<file path="src/rtl/multi_phase_signal_controller.sv">
// Multi-phase round-robin signal controller with an internal countdown timer.
// Serves NUM_PHASES approaches in rotation, skips approaches without demand,
// inserts an exclusive all-walk phase on a latched pedestrian request, and
// separates every phase with an all-red clearance interval.
module multi_phase_signal_controller #(
  parameter int NUM_PHASES = 4,
  parameter int TIMER_W    = 8,
  parameter int GREEN_T    = 10,
  parameter int YELLOW_T   = 5,
  parameter int ALLRED_T   = 1,
  parameter int PED_T      = 15,
  parameter int PHASE_W    = $clog2(NUM_PHASES)
) (
  input  logic                    clk,
  input  logic                    rst,
  input  logic                    tick,
  input  logic [NUM_PHASES-1:0]   car_req,
  input  logic                    ped,
  output logic [3*NUM_PHASES-1:0] light,
  output logic [NUM_PHASES-1:0]   walk,
  output logic [PHASE_W-1:0]      active_phase,
  output logic                    busy_ped
);

  // Duration bounds: every state must last at least one tick and its
  // duration must fit in the countdown timer.
  localparam longint MAX_DUR = (64'd1 << TIMER_W) - 1;

  if (NUM_PHASES < 2 || NUM_PHASES > 8) begin : g_bad_num_phases
    $error("NUM_PHASES must be in the range 2..8");
  end
  if (GREEN_T < 1 || longint'(GREEN_T) > MAX_DUR ||
      YELLOW_T < 1 || longint'(YELLOW_T) > MAX_DUR ||
      ALLRED_T < 1 || longint'(ALLRED_T) > MAX_DUR ||
      PED_T < 1 || longint'(PED_T) > MAX_DUR) begin : g_bad_duration
    $error("All durations must be >= 1 and < 2**TIMER_W");
  end

  typedef enum logic [1:0] {
    S_ALL_RED,
    S_GREEN,
    S_YELLOW,
    S_PED
  } state_e;

  localparam logic [2:0] LAMP_RED    = 3'b001;
  localparam logic [2:0] LAMP_YELLOW = 3'b010;
  localparam logic [2:0] LAMP_GREEN  = 3'b100;

  localparam logic [TIMER_W-1:0] GREEN_LD  = TIMER_W'(GREEN_T);
  localparam logic [TIMER_W-1:0] YELLOW_LD = TIMER_W'(YELLOW_T);
  localparam logic [TIMER_W-1:0] ALLRED_LD = TIMER_W'(ALLRED_T);
  localparam logic [TIMER_W-1:0] PED_LD    = TIMER_W'(PED_T);
  localparam logic [TIMER_W-1:0] TIMER_ONE = TIMER_W'(1);

  localparam logic [PHASE_W-1:0] LAST_PHASE = PHASE_W'(NUM_PHASES - 1);

  state_e                    state_q, state_d;
  logic [TIMER_W-1:0]        timer_q, timer_d;
  logic [PHASE_W-1:0]        active_q, active_d;
  logic                      pend_q, pend_d;
  logic [3*NUM_PHASES-1:0]   light_q, light_d;
  logic [NUM_PHASES-1:0]     walk_q, walk_d;
  logic                      busy_q, busy_d;

  // First requesting approach after cur (wrapping); free rotation when idle.
  function automatic logic [PHASE_W-1:0] select_phase(
    input logic [PHASE_W-1:0]    cur,
    input logic [NUM_PHASES-1:0] req
  );
    logic [PHASE_W-1:0] sel;
    logic               found;
    int                 idx;
    sel   = PHASE_W'((int'(cur) + 1) % NUM_PHASES);
    found = 1'b0;
    for (int k = 1; k <= NUM_PHASES; k++) begin
      idx = (int'(cur) + k) % NUM_PHASES;
      if (!found && req[idx]) begin
        sel   = PHASE_W'(idx);
        found = 1'b1;
      end
    end
    return sel;
  endfunction

  // Next-state logic: timer countdown, state exits, phase select, ped latch.
  always_comb begin
    // NOTE: every signal assigned here gets a default first so no path can
    // leave it unassigned and infer a latch.
    state_d  = state_q;
    timer_d  = timer_q;
    active_d = active_q;
    pend_d   = pend_q;

    // Requests made during the walk phase are ignored so a held button does
    // not produce back-to-back walk phases.
    if (ped && state_q != S_PED) begin
      pend_d = 1'b1;
    end

    if (tick) begin
      if (timer_q == TIMER_ONE) begin
        unique case (state_q)
          S_GREEN: begin
            state_d = S_YELLOW;
            timer_d = YELLOW_LD;
          end
          S_YELLOW, S_PED: begin
            state_d = S_ALL_RED;
            timer_d = ALLRED_LD;
          end
          S_ALL_RED: begin
            // Decision uses the registered latch only: a press on this very
            // cycle is latched and served after the next green.
            if (pend_q) begin
              state_d = S_PED;
              timer_d = PED_LD;
              pend_d  = 1'b0;
            end else begin
              state_d  = S_GREEN;
              timer_d  = GREEN_LD;
              active_d = select_phase(active_q, car_req);
            end
          end
        endcase
      end else begin
        timer_d = timer_q - TIMER_ONE;
      end
    end
  end

  // Lamp decode from the next state so the outputs are registered alongside it.
  always_comb begin
    light_d = {NUM_PHASES{LAMP_RED}};
    walk_d  = '0;
    unique case (state_d)
      S_GREEN: begin
        light_d[3*int'(active_d) +: 3] = LAMP_GREEN;
        walk_d[active_d]               = 1'b1;
      end
      S_YELLOW: begin
        light_d[3*int'(active_d) +: 3] = LAMP_YELLOW;
        walk_d[active_d]               = 1'b1;
      end
      S_PED: begin
        walk_d = '1;
      end
      S_ALL_RED: begin
        walk_d = '0;
      end
    endcase
    busy_d = pend_d | (state_d == S_PED);
  end

  // State, timer, phase, pedestrian latch and registered outputs.
  always_ff @(posedge clk or posedge rst) begin
    // NOTE: sequential state uses non-blocking assignments so every register
    // samples the pre-edge values, independent of statement order.
    if (rst) begin
      state_q  <= S_ALL_RED;
      timer_q  <= ALLRED_LD;
      active_q <= LAST_PHASE;
      pend_q   <= 1'b0;
      light_q  <= {NUM_PHASES{LAMP_RED}};
      walk_q   <= '0;
      busy_q   <= 1'b0;
    end else begin
      state_q  <= state_d;
      timer_q  <= timer_d;
      active_q <= active_d;
      pend_q   <= pend_d;
      light_q  <= light_d;
      walk_q   <= walk_d;
      busy_q   <= busy_d;
    end
  end

  assign light        = light_q;
  assign walk         = walk_q;
  assign active_phase = active_q;
  assign busy_ped     = busy_q;

endmodule

</file>
<file path="config.mk">
export PLATFORM = sky130hd
export DESIGN_NAME = multi_phase_signal_controller
export DESIGN_NICKNAME = d
export VERILOG_FILES = /design/src/rtl/multi_phase_signal_controller.sv
export SDC_FILE = /design/constraint.sdc
export NUM_CORES = 1
export LEC_CHECK = 0
export BUFFER_PORTS_ARGS = -buffer_cell sky130_fd_sc_hd__buf_2
export CAP_MARGIN = 20
export CORE_AREA = 2 2 42 82
export CTS_CLUSTER_SIZE = 20
export DETAILED_ROUTE_END_ITERATION = 8
export DIE_AREA = 0 0 44 84
export HOLD_SLACK_MARGIN = 0.06
export PLACE_DENSITY_LB_ADDON = 0.15
export SYNTH_ARGS = -nofsm -noshare
export SYNTH_HDL_FRONTEND = slang
export SYNTH_SLANG_ARGS = --single-unit
</file>
<file path="constraint.sdc">
create_clock -name clk -period 3.08 [get_ports clk]
set_input_delay 0.154 -clock clk [delete_from_list [all_inputs] [get_ports clk]]
set_output_delay 0.154 -clock clk [all_outputs]
set_load 0.05 [all_outputs]
</file>
======== Word level (Yosys, flattened, before mapping) ========
Index checks and enable logic that the tools add are counted.
storage, ports and cells
  output and inout bits ................... 19
  bits in registers ....................... 30
  bits of input ports ..................... 8
cells by class
  reduce and logical (&&, ||, !) cells .... 16
  bitwise logic cells ..................... 10
  mux-type cells .......................... 50
  multiply operators ...................... 1
  shift-type cells ........................ 3
  add/sub/neg operators ................... 6
  eq/ne operators ......................... 8
  $lt $le $gt $ge ......................... 6
operator list
  kind                                                                          number
  3-bit by 33-bit indexed part select with 12-bit output, first input constant  2
  4-bit negation with 33-bit output                                             1
  3-bit by 33-bit variable shift with 12-bit output, first input constant       1
  1-bit two-way mux                                                             29
  12-bit one-hot mux with 2 select lines                                        1
  8-bit one-hot mux with 3 select lines                                         1
  2-bit two-way mux                                                             10
  8-bit bitwise AND                                                             2
  3-bit by 4-bit less-than comparator with 1-bit output, second input constant  4
  4-bit one-hot mux with 3 select lines                                         1
  2-bit OR reduction                                                            6
  1-bit binary-select mux with 2-bit select                                     4
  2-bit == test, second input constant                                          4
  8-bit by 1-bit == test with 1-bit output, second input constant               1
  8-bit two-way mux                                                             1
  4-bit bitwise OR                                                              2
  8-bit by 1-bit subtractor with 8-bit output, second input constant            1
  2-bit one-hot mux with 3 select lines                                         1
  1-bit logical AND                                                             5
  2-bit by 1-bit adder with 2-bit output, second input constant                 2
  2-bit adder, second input constant                                            2
  1-bit bitwise AND, first input constant                                       4
  2-bit by 1-bit == test with 1-bit output, second input constant               2
  2-bit zero test                                                               2
  9 further kinds                                                               11

======== Longest topological paths before layout ========
Gate-level depths: netlist of the first run.
  depth after elaboration ................. 38
  gate-level depth with buffers ........... 10

======== Worst setup path before layout of the first run ========
OpenSTA, ideal clock, no wires.
  kind .................................... reg2reg
  start point ............................. reg timer_q[0]
  end point ............................... reg light_q[1], in the netlist light[1]
  path buffers ............................ 0
  arrival ................................. 2.342 ns
  library setup time ...................... 0.067 ns
  setup slack ............................. 0.671 ns
  stages on the path, launching flop included .. 9
  cells stage by stage .................... dfstp_2 > ha_1 > nor4b_4 > nand2_1 > or3_1 > nand2_1 > ha_1 > and2b_4 > and3_1
RTL lines
  item                                                                              RTL line  RTL
  start, declared                                                                   59        logic [TIMER_W-1:0] timer_q, timer_d;
  start signal, assigned                                                            169       timer_q <= timer_d;
  8-bit by 1-bit == test with 1-bit output *                                        102       if (timer_q == TIMER_ONE) begin
  2-bit two-way mux *                                                               102
  2-bit two-way mux *                                                               101       if (tick) begin
  net state_d[1]                                                                    58        state_e state_q, state_d;
  2-bit == test / 2-bit by 1-bit == test with 1-bit output (equally long branches)  136       unique case (state_d)
  12-bit one-hot mux with 2 select lines *                                          136
  net light_d[1]                                                                    62        logic [3*NUM_PHASES-1:0] light_q, light_d;
  end signal, assigned                                                              164       light_q <= {NUM_PHASES{LAMP_RED}};
  end signal, assigned                                                              172       light_q <= light_d;
  end, declared                                                                     62
The timed path passes the listed nets; every way through them passes the cells marked *.
A chain may end at the register's enable or synchronous reset.

======== Final worst setup path of the first run ========
  start point ............................. reg timer_q[0]
  end point ............................... reg light_q[6], in the netlist light[6]
The elaborated chain is that of the path after synthesis.

==> flow_metrics.env, run 1 <==
export IMPL_coreArea_sq_um=3120
export IMPL_post_synth_main_area_contributors="sky130_fd_sc_hd__dfrtp_1 37%, sky130_fd_sc_hd__dfstp_2 12%, sky130_fd_sc_hd__nand2_1 4.4%, sky130_fd_sc_hd__ha_1 4.1%, sky130_fd_sc_hd__nor4b_4 3.1%"
export IMPL_timing_max_transition_violations_final=0
export IMPL_met3RoutedLength_microns=87
export IMPL_fmax_mhz=380
export IMPL_path_max_fanout=7
export IMPL_globalplace_congestion=0.841
export IMPL_via_count=1120
export IMPL_initialDrtViolationCount=23
export IMPL_start_util_pct=49.2
export IMPL_cts_setup_buffers=0
export IMPL_dr_wl_met2_mm=1.66
export IMPL_vdd_drop_max_uv=628
export IMPL_post_dp_hpwl_mm=2.16
export IMPL_drcViolationCount=0
export IMPL_syn_area_sq_um=1540
export IMPL_area_growth_synth_to_final_pct=17.9
export IMPL_finClkSkew_ps=5.06
export IMPL_router_iterations_before_antenna_repair=4
export IMPL_critical_path_required_ps=3260
export IMPL_gr_usage_all_layers_pct=18.3
export IMPL_setup_tns_final_ps=0
export IMPL_highest_count_cells_in_the_layout_ignoring_fill_and_taps="26 x sky130_fd_sc_hd__buf_2, 23 x sky130_fd_sc_hd__dfrtp_1, 18 x sky130_fd_sc_hd__nand2_1, 9 x sky130_fd_sc_hd__inv_1, 9 x sky130_fd_sc_hd__a21oi_1"
export IMPL_post_synth_top_area_fraction_pct=37.5
export IMPL_power_static_leakage_uw=0.000870
export IMPL_most_common_cell_after_layout_fill_and_taps_aside="sky130_fd_sc_hd__buf_2"
export IMPL_async_s_r_ff_share_synth_pct=100
export IMPL_clock_sinks=30
export IMPL_timing_critical_path_from_type="flip-flop"
export IMPL_edff_count_synth=0
export IMPL_vias_per_cell=5.57
export IMPL_status="finished clean"
export IMPL_place_port_buffers=26
export IMPL_timing_final_crit_period_ps=2630
export IMPL_cap_violations=0
export IMPL_fin_util_pct=58.0
export IMPL_syn_nets=148
export IMPL_cts_tree="yes"
export IMPL_drive_above_1_share_pct=35.3
export IMPL_worst_path_max_delay_cell="sky130_fd_sc_hd__dfstp_2"
export IMPL_yosys_most_used_dff="sky130_fd_sc_hd__dfrtp_1"
export IMPL_design_die_area_sq_um=3700
export IMPL_critical_path_endpoint_type="flip-flop"
export IMPL_nets=182
export IMPL_fillcell_total=278
export IMPL_met1_length_mm=1.15
export IMPL_synthCells=135
export IMPL_clock_tree_root_cell="sky130_fd_sc_hd__clkbuf_8"
export IMPL_hp_class="input port to flip-flop"
export IMPL_dieWidth_microns=44
export IMPL_antenna_found_initial=0
export IMPL_n_antenna_cell=0
export IMPL_slowest_delay_ps=540
export IMPL_ys_ff_latch=30
export IMPL_wl_per_cell_microns=14.7
export IMPL_antenna_viol_nets_final=0
export IMPL_crit_chain="ha_1, nor4b_4, nand2_1, or3_1, nand2_1, ha_1, nor3_1, a21oi_1"
export IMPL_drt_wl_total_mm=2.96
export IMPL_grt_start_max_net_pins=31
export IMPL_critical_path_n_buffers_inverters=0
export IMPL_cts_resized=0
export IMPL_grt_overflow=0
export IMPL_critical_path_class="flip-flop to flip-flop"
export IMPL_via_count_of_the_first_global_routing_pass=1081
export IMPL_crit_family="simple AND/OR/NAND/NOR gates"
export IMPL_p_per_area_nw_per_um2=920
export IMPL_synth_top_area_cell="sky130_fd_sc_hd__dfrtp_1"
export IMPL_synth_seq_area_share_pct=49.5
export IMPL_maxSlewHeadroom_pct=56.7
export IMPL_synth_area_per_cell_sq_um=11.4
export IMPL_worst_slew_pin_slew_ps=640
export IMPL_worst_skew_pair_late_latency_ps=280
export IMPL_setup_viol=0
export IMPL_chipHeight_microns=84
export IMPL_highest_signal_layer="met4"
export IMPL_grt_pass1_wl_mm=4.92
export IMPL_cts_max_level=2
export IMPL_floorplan_io_pins=27
export IMPL_synth_distinct_cells=44
export IMPL_ctsHoldBuffers=0
export IMPL_report_final_hold_viol_count=0
export IMPL_ctsLongestPathBuffers=2
export IMPL_grt_setup_unrepaired="false"
export IMPL_tritoncts_num_buffers=5
export IMPL_fin_crit_sh_pct=85.4
export IMPL_critical_path_arrival_ps=2810
export IMPL_core_rowCount=29
export IMPL_cts_reportedPaths_clkPinSlew_ps=60
export IMPL_yosysWarnings=0
sequential cells by signal, indices dropped and copies added, names as in the netlist:
signal / count
state_q: 2
pend_q: 1
walk: 4
light: 12
active_phase: 2
timer_q: 8
busy_ped: 1
final timing paths:
path / slack, ps / depth (start not counted) / start / to
max in group asynchronous: 2210 / 4 / rst / active_phase[0]$_DFF_PP1_
max: 450 / 8 / timer_q[0]$_DFFE_PP1P_ / light[6]$_DFF_PP1_
min: 150 / 2 / tick / timer_q[0]$_DFFE_PP1P_
min in group asynchronous: 370 / 3 / rst / light[7]$_DFF_PP0_
min reg2reg: 540 / 2 / timer_q[0]$_DFFE_PP1P_ / timer_q[0]$_DFFE_PP1P_
max reg2reg: 450 / 8 / timer_q[0]$_DFFE_PP1P_ / light[6]$_DFF_PP1_
cell families after synthesis:
kind of cell             share of synthesized area, %
adder cells (fa/ha/maj)                          4.07
flip-flops                                       49.5
AO/OA/AOI/OAI                                    13.7
buffers and inverters                            3.34
multiplexers                                     1.47
AND/OR/NAND/NOR                                  25.0
XOR/XNOR                                         2.93
cells in the mapped netlist (2+ instances only):
library cell,number
sky130_fd_sc_hd__a21o_1,2
sky130_fd_sc_hd__a21oi_1,9
sky130_fd_sc_hd__and3_1,5
sky130_fd_sc_hd__and3_2,4
sky130_fd_sc_hd__dfrtp_1,23
sky130_fd_sc_hd__dfstp_2,7
sky130_fd_sc_hd__ha_1,5
sky130_fd_sc_hd__inv_1,9
sky130_fd_sc_hd__nand2_1,18
sky130_fd_sc_hd__nand3b_1,4
sky130_fd_sc_hd__nor2_1,2
sky130_fd_sc_hd__nor3_1,5
sky130_fd_sc_hd__nor4b_4,2
sky130_fd_sc_hd__o21ai_0,7
sky130_fd_sc_hd__or3_1,3
sky130_fd_sc_hd__xnor2_1,2
layer usage:
layer,GRT usage [%],up-vias
met1,19.9,553
met5,0,-
met2,31.3,18
met3,4.33,6
met4,9.09,0
li1,-,543
layout make-up:
class / count / area, sq um / area share [%]
tap: 31 / 38.8 / 2.14
inverter: 10 / 40.0 / 2.21
clock buffer: 8 / 80.1 / 4.42
timing repair buffer: 28 / 168 / 9.26
multi-input combinational: 94 / 724 / 40.0
sequential: 30 / 759 / 41.9
power breakdown:
| part | switching [uW] | total (uW) | leakage, uW | internal [uW] |
|---|---|---|---|---|
| Combinational | 473 | 706 | 0.000462 | 232 |
| Clock | 132 | 292 | 0.0000395 | 160 |
| Sequential | 125 | 668 | 0.000368 | 543 |
| Total | 730 | 1670 | 0.000870 | 935 |
through the flow:
step | setup WS [ps] | instance area [sq um] | total power [uW] | std cells | hold slack, ps
detailed placement | 489 | 1690 | 1370 | 191 | 441
global placement | 532 | 1690 | 1360 | 191 | 429
floorplan | 671 | 1540 | 1230 | 135 | 229
CTS | 438 | 1770 | 1680 | 199 | 148
global route | 240 | 1810 | 1780 | 201 | 172
finish | 449 | 1810 | 1670 | 201 | 153
worst register-to-register path: cells and delay by family (launching register included):
kind	cells	cell delay [ps]
adders and majority gates	2	480
DFF	1	540
and+or+nand+nor	5	1420
AOI/OAI and AO/OA	1	100
No activity file was read; power rests on OpenSTA's default activity.
==> run 2: changes to the inputs <==
- CELL_PAD_IN_SITES_DETAIL_PLACEMENT: unset -> 1
- CELL_PAD_IN_SITES_GLOBAL_PLACEMENT: unset -> 1
- CORE_AREA: 2 2 42 82 -> 2 2 45 88
- CTS_BUF_LIST: unset -> sky130_fd_sc_hd__clkbuf_8
- DIE_AREA: 0 0 44 84 -> 0 0 47 90
==> run 2 against run 1 <==
Against the previous run: wire length is 17% higher; register-to-register slack worse by 120 ps; combinational power is 2% higher; global-route usage is 0.88 points higher; clock skew is 3.9 ps lower; cell count is 9.0% higher; die area is 14% higher; first-iteration DRC count is 17% lower; final area is 2.1% higher; non-clock buffer count stayed put; clock power is 12% higher; power is 3.2% higher; highest routed layer unchanged.
==> flow_metrics.env, run 2 (synthesis gave the netlist of run 1 again) <==
export IMPL_status="finished clean"
export IMPL_timing_reg2reg_worst_path_depth=8
export IMPL_total_net_switching_power_uw=763
export IMPL_most_common_cell_after_layout_fill_and_taps_aside="sky130_fd_sc_hd__buf_2"
export IMPL_hold_path_depth=3
export IMPL_grt_setup_unrepaired="false"
export IMPL_grt_overflow=0
export IMPL_clock_tree_root_cell="sky130_fd_sc_hd__clkbuf_8"
export IMPL_n_antenna_cell=0
export IMPL_via_count=1117
export IMPL_highest_count_cells_in_the_layout_ignoring_fill_and_taps="26 x sky130_fd_sc_hd__buf_2, 23 x sky130_fd_sc_hd__dfrtp_1, 18 x sky130_fd_sc_hd__nand2_1, 9 x sky130_fd_sc_hd__inv_1, 9 x sky130_fd_sc_hd__a21oi_1"
export IMPL_cts_setup_buffers=0
export IMPL_clock_sinks=30
export IMPL_p_per_area_nw_per_um2=930
export IMPL_final_instance_count_excl_fill=219
export IMPL_timing_final_crit_period_ps=2750
export IMPL_crit_family="simple AND/OR/NAND/NOR gates"
export IMPL_start_util_pct=43.0
export IMPL_gr_usage_all_layers_pct=19.2
export IMPL_finClkSkew_ps=1.14
export IMPL_initialDrtViolationCount=19
export IMPL_design_die_area_sq_um=4230
export IMPL_cts_resized=0
export IMPL_cts_tree="yes"
export IMPL_power_share_clock_pct=19.1
export IMPL_worst_path_max_delay_cell="sky130_fd_sc_hd__dfstp_2"
export IMPL_largest_reg_flops=12
export IMPL_critical_path_arrival_ps=2970
export IMPL_fmax_mhz=363
export IMPL_maxSlewHeadroom_pct=49.4
export IMPL_core_rowCount=31
export IMPL_placed_cell_count=209
export IMPL_coreArea_sq_um=3570
export IMPL_cap_violations=0
export IMPL_worst_skew_pair_late_latency_ps=280
export IMPL_drt_wl_total_mm=3.47
export IMPL_ctsLongestPathBuffers=2
export IMPL_power_frac_comb_pct=41.9
export IMPL_worstSetupPathDepth=8
export IMPL_fillcell_total=413
export IMPL_hp_class="input port to flip-flop"
export IMPL_antenna_found_initial=0
export IMPL_intPower_uw=955
export IMPL_router_iterations_before_antenna_repair=4
export IMPL_critical_path_n_buffers_inverters=0
export IMPL_globalplace_congestion=0.767
export IMPL_place_port_buffers=26
export IMPL_worst_hold_slack_ps=153
export IMPL_dieWidth_microns=47
export IMPL_timing_max_transition_violations_final=0
export IMPL_nets=182
export IMPL_area_growth_synth_to_final_pct=20.4
export IMPL_antenna_viol_nets_final=0
export IMPL_setup_tns_final_ps=0
export IMPL_sw_frac_of_total_pct=44.4
export IMPL_vias_per_cell=5.10
export IMPL_vdd_drop_max_uv=506
export IMPL_cts_max_level=2
export IMPL_slowest_delay_ps=540
export IMPL_path_max_fanout=7
export IMPL_grt_start_max_net_pins=31
export IMPL_tritoncts_num_buffers=5
export IMPL_critical_path_class="flip-flop to flip-flop"
export IMPL_wl_per_cell_microns=15.9
export IMPL_worst_slew_pin_slew_ps=749
export IMPL_crit_chain="ha_1, nor4b_4, nand2_1, or3_1, nand2_1, ha_1, and2b_4, and3_1"
export IMPL_critical_path_required_ps=3290
export IMPL_drive_above_1_share_pct=37.1
export IMPL_cts_reportedPaths_clkPinSlew_ps=60
export IMPL_report_final_hold_viol_count=0
export IMPL_post_dp_hpwl_mm=2.76
export IMPL_via_count_of_the_first_global_routing_pass=1227
export IMPL_drcViolationCount=0
export IMPL_critical_path_endpoint_type="flip-flop"
export IMPL_floorplan_io_pins=27
export IMPL_power_static_leakage_uw=0.000877
export IMPL_grt_pass1_wl_mm=5.80
export IMPL_setup_viol=0
export IMPL_power_frac_seq_pct=39.0
export IMPL_fin_crit_sh_pct=89.4
export IMPL_timing_critical_path_from_type="flip-flop"
export IMPL_chipHeight_microns=90
run 2: cell count changes in the layout (fill, tap and decap cells not counted), sizes merged:
cell,before,now
clkinv,0,1
clkinvlp,0,1
clkbuf,8,6
run 2: repair_timing:
| item | 4_1_cts | 5_1_grt |
|---|---|---|
| hold buffers | 0 | 1 |
| endpoints found under the setup margin | 0 | 0 |
| endpoints found under the hold margin | 0 | 5 |
run 2: through the flow:
step	power [uW]	worst slack (ps)	utilization, %	area [sq um]
5_1_grt	1830	157	51.8	1850
6_report	1720	326	51.8	1850
3_5_place_dp	1400	349	48.1	1720
2_1_floorplan	1230	671	-	1540
4_1_cts	1740	323	50.7	1810
3_3_place_gp	1370	505	48.1	1720
run 2: final timing paths:
check                                  startpoint                endpoint  slack [ps]
max in group asynchronous                     rst  timer_q[0]$_DFFE_PP1P_        2240
min in group asynchronous                     rst      light[8]$_DFF_PP0_         350
min                                           ped        pend_q$_DFF_PP0_         150
max reg2reg                timer_q[0]$_DFFE_PP1P_      light[5]$_DFF_PP0_         330
max                        timer_q[0]$_DFFE_PP1P_      light[5]$_DFF_PP0_         330
min reg2reg                timer_q[1]$_DFFE_PP0P_  timer_q[1]$_DFFE_PP0P_         550
run 2: area by class of cell:
cell class | instances | area, sq um | area share (%)
Inverter | 10 | 40.0 | 2.17
Clock inverter | 2 | 12.5 | 0.677
Timing Repair Buffer | 28 | 168 | 9.07
Tap cell | 49 | 61.3 | 3.32
Sequential cell | 30 | 759 | 41.1
Multi-Input combinational cell | 94 | 724 | 39.2
Clock buffer | 6 | 82.6 | 4.47
run 2: layer usage:
layer	vias to the layer above	track usage [%]	wire length (microns)
met5	-	0	0
met4	0	7.64	67
met3	6	3.61	89
met2	18	35.2	2110
met1	547	19.1	1200
li1	546	-	-
run 2: tightest hold or removal path: cells and delay by family:
family | cells | cell delay, ps
buffers and inverters | 1 | 90
AO/OA/AOI/OAI | 1 | 90
AND/OR/NAND/NOR | 1 | 40
run 2: power groups by stage:
stage | clock, uW | combinational (uW) | sequential (uW)
finish | 328 | 720 | 670
global route | 355 | 786 | 691
CTS | 339 | 723 | 675
detailed placement | 0 | 715 | 682
global placement | 0 | 690 | 676
floorplan | 0 | 371 | 857
